File: src/rtl/perf_counter_collector_if.sv
// Valid/ready stream carrying one snapshotted counter per beat: index, value and last-entry flag.
interface perf_counter_collector_if #(
  parameter int unsigned CNT_WIDTH = 32,
  parameter int unsigned ID_WIDTH  = 4
);
  logic                 out_valid;
  logic                 out_ready;
  logic [ID_WIDTH-1:0]  out_id;
  logic [CNT_WIDTH-1:0] out_count;
  logic                 out_last;

  modport master (
    output out_valid,
    output out_id,
    output out_count,
    output out_last,
    input  out_ready
  );

  modport slave (
    input  out_valid,
    input  out_id,
    input  out_count,
    input  out_last,
    output out_ready
  );
endinterface

File: src/rtl/perf_counter_collector.sv
// Saturating performance-event counters with an atomic snapshot that is streamed out one per beat.
// Define PERF_DUMP_SKIP_ZERO_EN to drop zero-valued entries, except the final terminator entry.
module perf_counter_collector #(
  parameter int unsigned NUM_EVENTS = 16,
  parameter int unsigned CNT_WIDTH  = 32,
  parameter int unsigned ID_WIDTH   = $clog2(NUM_EVENTS)
) (
  input  logic                    clk,
  input  logic                    rst,
  input  logic [NUM_EVENTS-1:0]   event_i,
  input  logic                    dump_req,
  input  logic                    clear_on_dump,
  input  logic                    clear_req,
  output logic                    busy,
  perf_counter_collector_if.master stream
);

  typedef enum logic [0:0] {StIdle, StSend} state_e;

  localparam logic [ID_WIDTH-1:0]  LastIdx = ID_WIDTH'(NUM_EVENTS - 1);
  localparam logic [CNT_WIDTH-1:0] CntMax  = '1;

  state_e               state_q, state_d;
  logic [ID_WIDTH-1:0]  idx_q, idx_d;
  logic [CNT_WIDTH-1:0] cnt_q    [NUM_EVENTS];
  logic [CNT_WIDTH-1:0] cnt_d    [NUM_EVENTS];
  logic [CNT_WIDTH-1:0] shadow_q [NUM_EVENTS];
  logic [CNT_WIDTH-1:0] shadow_d [NUM_EVENTS];

  logic                 dump_accept;
  logic                 clear_live;
  logic                 idx_last;
  logic                 entry_emit;
  logic [CNT_WIDTH-1:0] cur_count;

  assign dump_accept = (state_q == StIdle) && dump_req;
  assign clear_live  = clear_req || (dump_accept && clear_on_dump);
  assign idx_last    = (idx_q == LastIdx);
  assign cur_count   = shadow_q[idx_q];

`ifdef PERF_DUMP_SKIP_ZERO_EN
  // The last index always goes out so the consumer sees a terminator.
  assign entry_emit = idx_last || (cur_count != '0);
`else
  assign entry_emit = 1'b1;
`endif

  // Live counters: a clear still lets this cycle's event land as a count of 1.
  always_comb begin
    for (int i = 0; i < NUM_EVENTS; i++) begin
      cnt_d[i] = cnt_q[i];
      if (clear_live) begin
        cnt_d[i] = CNT_WIDTH'(event_i[i]);
      end else if (event_i[i] && (cnt_q[i] != CntMax)) begin
        cnt_d[i] = cnt_q[i] + CNT_WIDTH'(1);
      end
    end
  end

  // Snapshot takes the pre-increment value so the dump is atomic at the request edge.
  always_comb begin
    for (int i = 0; i < NUM_EVENTS; i++) begin
      shadow_d[i] = dump_accept ? cnt_q[i] : shadow_q[i];
    end
  end

  always_comb begin
    state_d          = state_q;
    idx_d            = idx_q;
    busy             = 1'b0;
    stream.out_valid = 1'b0;
    stream.out_id    = '0;
    stream.out_count = '0;
    stream.out_last  = 1'b0;
    unique case (state_q)
      StIdle: begin
        if (dump_req) begin
          state_d = StSend;
          idx_d   = '0;
        end
      end
      StSend: begin
        busy             = 1'b1;
        stream.out_valid = entry_emit;
        stream.out_id    = idx_q;
        stream.out_count = cur_count;
        stream.out_last  = idx_last;
        // Skipped entries advance without waiting for the consumer.
        if (!entry_emit || stream.out_ready) begin
          if (idx_last) begin
            state_d = StIdle;
          end else begin
            idx_d = idx_q + ID_WIDTH'(1);
          end
        end
      end
      default: state_d = StIdle;
    endcase
  end

  always_ff @(posedge clk) begin
    if (rst) begin
      state_q <= StIdle;
      idx_q   <= '0;
      for (int i = 0; i < NUM_EVENTS; i++) begin
        cnt_q[i]    <= '0;
        shadow_q[i] <= '0;
      end
    end else begin
      state_q <= state_d;
      idx_q   <= idx_d;
      for (int i = 0; i < NUM_EVENTS; i++) begin
        cnt_q[i]    <= cnt_d[i];
        shadow_q[i] <= shadow_d[i];
      end
    end
  end

endmodule

File: src/flat_wrapper.sv
// flat-port wrapper written by rule: the top's interface ports become plain ports
module perf_counter_collector_flat 
#(
  parameter int unsigned NUM_EVENTS = 16,
  parameter int unsigned CNT_WIDTH  = 32,
  parameter int unsigned ID_WIDTH   = $clog2(NUM_EVENTS)
)
  (clk, rst, event_i, dump_req, clear_on_dump, clear_req, busy, stream_out_valid, stream_out_id, stream_out_count, stream_out_last, stream_out_ready);
  perf_counter_collector_if #(.CNT_WIDTH(CNT_WIDTH), .ID_WIDTH(ID_WIDTH)) stream_i ();
  input  logic clk;
  input  logic rst;
  input  logic [NUM_EVENTS-1:0] event_i;
  input  logic dump_req;
  input  logic clear_on_dump;
  input  logic clear_req;
  output logic busy;
  output wire logic [$bits(stream_i.out_valid)-1:0] stream_out_valid;
  output wire logic [$bits(stream_i.out_id)-1:0] stream_out_id;
  output wire logic [$bits(stream_i.out_count)-1:0] stream_out_count;
  output wire logic [$bits(stream_i.out_last)-1:0] stream_out_last;
  input wire logic [$bits(stream_i.out_ready)-1:0] stream_out_ready;
  assign stream_out_valid = stream_i.out_valid;
  assign stream_out_id = stream_i.out_id;
  assign stream_out_count = stream_i.out_count;
  assign stream_out_last = stream_i.out_last;
  assign stream_i.out_ready = stream_out_ready;
  perf_counter_collector #(.NUM_EVENTS(NUM_EVENTS), .CNT_WIDTH(CNT_WIDTH), .ID_WIDTH(ID_WIDTH)) u_core (.clk(clk), .rst(rst), .event_i(event_i), .dump_req(dump_req), .clear_on_dump(clear_on_dump), .clear_req(clear_req), .busy(busy), .stream(stream_i));
endmodule
File: config.mk
export PLATFORM = sky130hd
export DESIGN_NAME = perf_counter_collector_flat
export DESIGN_NICKNAME = d
export VERILOG_FILES = /design/src/rtl/perf_counter_collector_if.sv /design/src/rtl/perf_counter_collector.sv /design/src/flat_wrapper.sv
export SDC_FILE = /design/constraint.sdc
export NUM_CORES = 2
export LEC_CHECK = 0
export CORE_AREA = 2 2 378 380
export CTS_CLUSTER_DIAMETER = 50
export DETAILED_ROUTE_END_ITERATION = 10
export DIE_AREA = 0 0 380 382
export HOLD_SLACK_MARGIN = 0.06
export MAX_ROUTING_LAYER = met4
export PLACE_DENSITY = 0.55
export SYNTH_ARGS = -nofsm -noshare
export SYNTH_HDL_FRONTEND = slang
export SYNTH_SLANG_ARGS = --single-unit
File: constraint.sdc
create_clock -name clk -period 40.4 [get_ports clk]
set_clock_uncertainty 0.1 [all_clocks]
set_input_delay 8.08 -clock clk [delete_from_list [all_inputs] [get_ports clk]]
set_output_delay 8.08 -clock clk [all_outputs]
set_load 0.02 [all_outputs]
==> flow_summary.toml <==
[status]
status = "finished, final reports clean"

[critical_path]
r2r-start = "u_core.state_q"
worstPathRequired_ns = 32.22
worstRegToRegCells = 6
startpoint_type = "flip-flop"
r2r-end = "u_core.shadow_q[13][26]"
cp_max_fo = 48
arrival_ns = 5.49
end_kind = "output pin"
r2r_setup_slack_ns = 36.00
criticalPathCategory = "flip-flop to output pin"

[logic_synthesis]
synth.distinct_cells = 67
synth_top_cell_by_area = "edfxtp_1"
synthesis.nets = 4600
postSynthAreaPerCell_sq_um = 10.75
synth.most_common_cell = "dfxtp_1"
yosysWarnings = 0
ys_dominant_reg_cell = "dfxtp_1"
async_flop_share_pct = 0
ys_seq_area_share_pct = 52.65
yosys.area.top_type_share_pct = 31.37
ys_ff_latch = 1033
synth_common_cells = "dfxtp_1, edfxtp_1, and3_1"
synth.area.top_cells = "edfxtp_1, dfxtp_1, mux4_2, and3_1, a21oi_1"
synth_edf_count = 512
synth_area_sq_mm = 0.04901
syn_inst = 4561

[route]
routed_wl_mm = 159.1
via_per_inst = 5.924
ant_nets = 0
drt-pass1-iter-count = 8
drc_errors = 0
vias = 38640
drt_iter0_markers = 4729
wl_per_cell_um = 24.39

[worst_hold_path]
hp-class = "flip-flop to flip-flop"
hold_start = "u_core.cnt_q[13][15]"
whs_path_depth = 2
hold-path-endpoint = "u_core.cnt_q[13][15]"

[power_and_ir_drop]
pwr_density_cell_mw_per_mm2 = 43.83
peakVddDrop_mv = 0.02928
p_total_mw = 2.445
p_leak_nw = 18.23

[sta]
slew_viol_final = 0
fin_tns_setup_ns = 0
report.final.hold_viol_count = 0
min_period_ns = 13.67
fmax_ghz = 0.07316
worst_pin_slew_ns = 1.281
final-setup-viol-count = 0
max-slew-margin-rel_pct = 14.62
period_share_pct = 33.83
fin_ws_ns = 26.73
rsz0062_at_grt = "no"
hold_ws_ns = 0.3749

[clocking]
clkLatencyLatePin_ns = 0.76
root_buffer = "clkbuf_16"
post_cts_buffers = 0
cts_num_sinks = 1033
path_clk_slew_ns = 0.06
cts_buffer_depth = 3
h-tree-depth = 4
cts_made_buffers = 133
cts_tree = "built"
ctsResizeCount = 0
hold_buffers = 0

[floorplan]
fp.dieH_um = 382
row_count = 138
start_util_pct = 34.78
dieArea_sq_mm = 0.1452
core_sq_mm = 0.1409
die_x_um = 380
ioPinCount = 61

[cells_and_area]
drive_above_1_share_pct = 10.14
area_delta_synth_final_pct = 13.80
num-nets-final = 4554
fillers = 13680

[place]
port_buffers = 60
gp_congestion = 0.9064
hpwl_mm = 110.0
dpl_worst_slack_ns = 27.43

[global_routing]
gr-total-overflow = 0
grt_pass1_wl_mm = 237.2
grt_max_degree = 192
grt_antenna_before_repair = 15
grt_pass1_vias = 35090
gr-usage-all-layers_pct = 22.21

[flow_run]
cap_viol_max_count = 0
[cell usage in the layout (no fill, tap or decap), drive strengths merged, types with 50 or more instances in the layout]
| cell | synthesis | routed |
|---|---|---|
| mux2i | 53 | 53 |
| xnor2 | 87 | 87 |
| edfxtp | 512 | 512 |
| or3 | 214 | 214 |
| nand3 | 177 | 177 |
| nor3 | 97 | 97 |
| o31ai | 107 | 107 |
| nand4 | 187 | 187 |
| dfxtp | 521 | 521 |
| or4 | 134 | 134 |
| a21oi | 277 | 277 |
| inv | 80 | 100 |
| xor2 | 50 | 50 |
| and3 | 328 | 328 |
| buf | 40 | 58 |
| nor2 | 231 | 231 |
| mux4 | 160 | 160 |
| and4 | 59 | 59 |
| o21ai | 160 | 160 |
| nor2b | 171 | 171 |
| clkdlybuf4s50 | 0 | 59 |
| and2 | 58 | 58 |
| nor4 | 65 | 65 |
| nand2 | 263 | 263 |
| clkbuf | 258 | 171 |
[sequential cells by signal, indices dropped and copies added (netlist names), named ones only]
| register | cells |
|---|---|
| u_core.cnt_q | 512 |
| u_core.idx_q | 4 |
| u_core.shadow_q | 512 |
| u_core.state_q | 1 |
[logic make-up (layout without fill, tap and decap cells)]
group | after synthesis | count (layout) | share of synthesized area [%]
and+or+nand+nor | 2048 | 2048 | 23.82
DFF | 1033 | 1033 | 52.65
AOI/OAI and AO/OA | 731 | 731 | 9.191
buffers and inverters | 379 | 444 | 2.949
muxes | 216 | 216 | 8.504
xor gates and xnor gates | 137 | 137 | 2.448
adders and majority gates | 17 | 17 | 0.4340
other | 0 | 6 | 0
[worst max-delay path by stage]
stage,endpoint,slack (ns)
3_3_place_gp,stream_out_count[11],27.47
6_report,stream_out_count[11],26.73
5_1_grt,stream_out_count[13],26.30
4_1_cts,stream_out_count[31],26.64
3_5_place_dp,stream_out_count[11],27.43
2_1_floorplan,u_core.shadow_q[0][0],19.74
[critical path, stage by stage, from the launching register on]
cell and delay, ns:
dfxtp_4 0.95, buf_4 0.89, buf_4 0.71, mux4_2 0.67, mux4_2 0.60, and2_1 0.21, clkdlybuf4s50_1 0.54
[per-stage QoR]
step | util, % | instance area [sq um] | instances
detailed placement | 36.49 | 51410 | 6270
floorplan | - | 49010 | 4561
global route | 39.58 | 55760 | 6519
global placement | 36.49 | 51410 | 6270
finish | 39.58 | 55770 | 6522
CTS | 39.57 | 55750 | 6516
[power breakdown]
| group | leakage, nW | switching (mW) | total (mW) | internal, mW |
|---|---|---|---|---|
| clock network | 2.11 | 0.487 | 1.18 | 0.693 |
| logic | 6.36 | 0.0761 | 0.109 | 0.0328 |
| registers | 9.75 | 0.0260 | 1.16 | 1.13 |
| total | 18.2 | 0.589 | 2.44 | 1.86 |
[layout make-up]
class	count	area, sq um	area share [%]
tap	1890	2365	4.240
multi-input combinational	3149	21850	39.18
inverter	81	309.0	0.5541
antenna	6	15.01	0.02692
timing repair buffer	117	1071	1.920
clock buffer	171	3616	6.484
clock inverter	75	728.2	1.306
sequential	1033	25810	46.29
[metal layers]
| metal | vias up | track usage (%) | wire length (um) |
|---|---|---|---|
| met1 | 19430 | 32.24 | 73170 |
| met2 | 1499 | 30.83 | 67610 |
| met5 | - | - | 0 |
| li1 | 17510 | - | - |
| met4 | 0 | 6.900 | 4646 |
| met3 | 201 | 4.542 | 13630 |
Note: power is estimated with default switching activity, not from simulation.
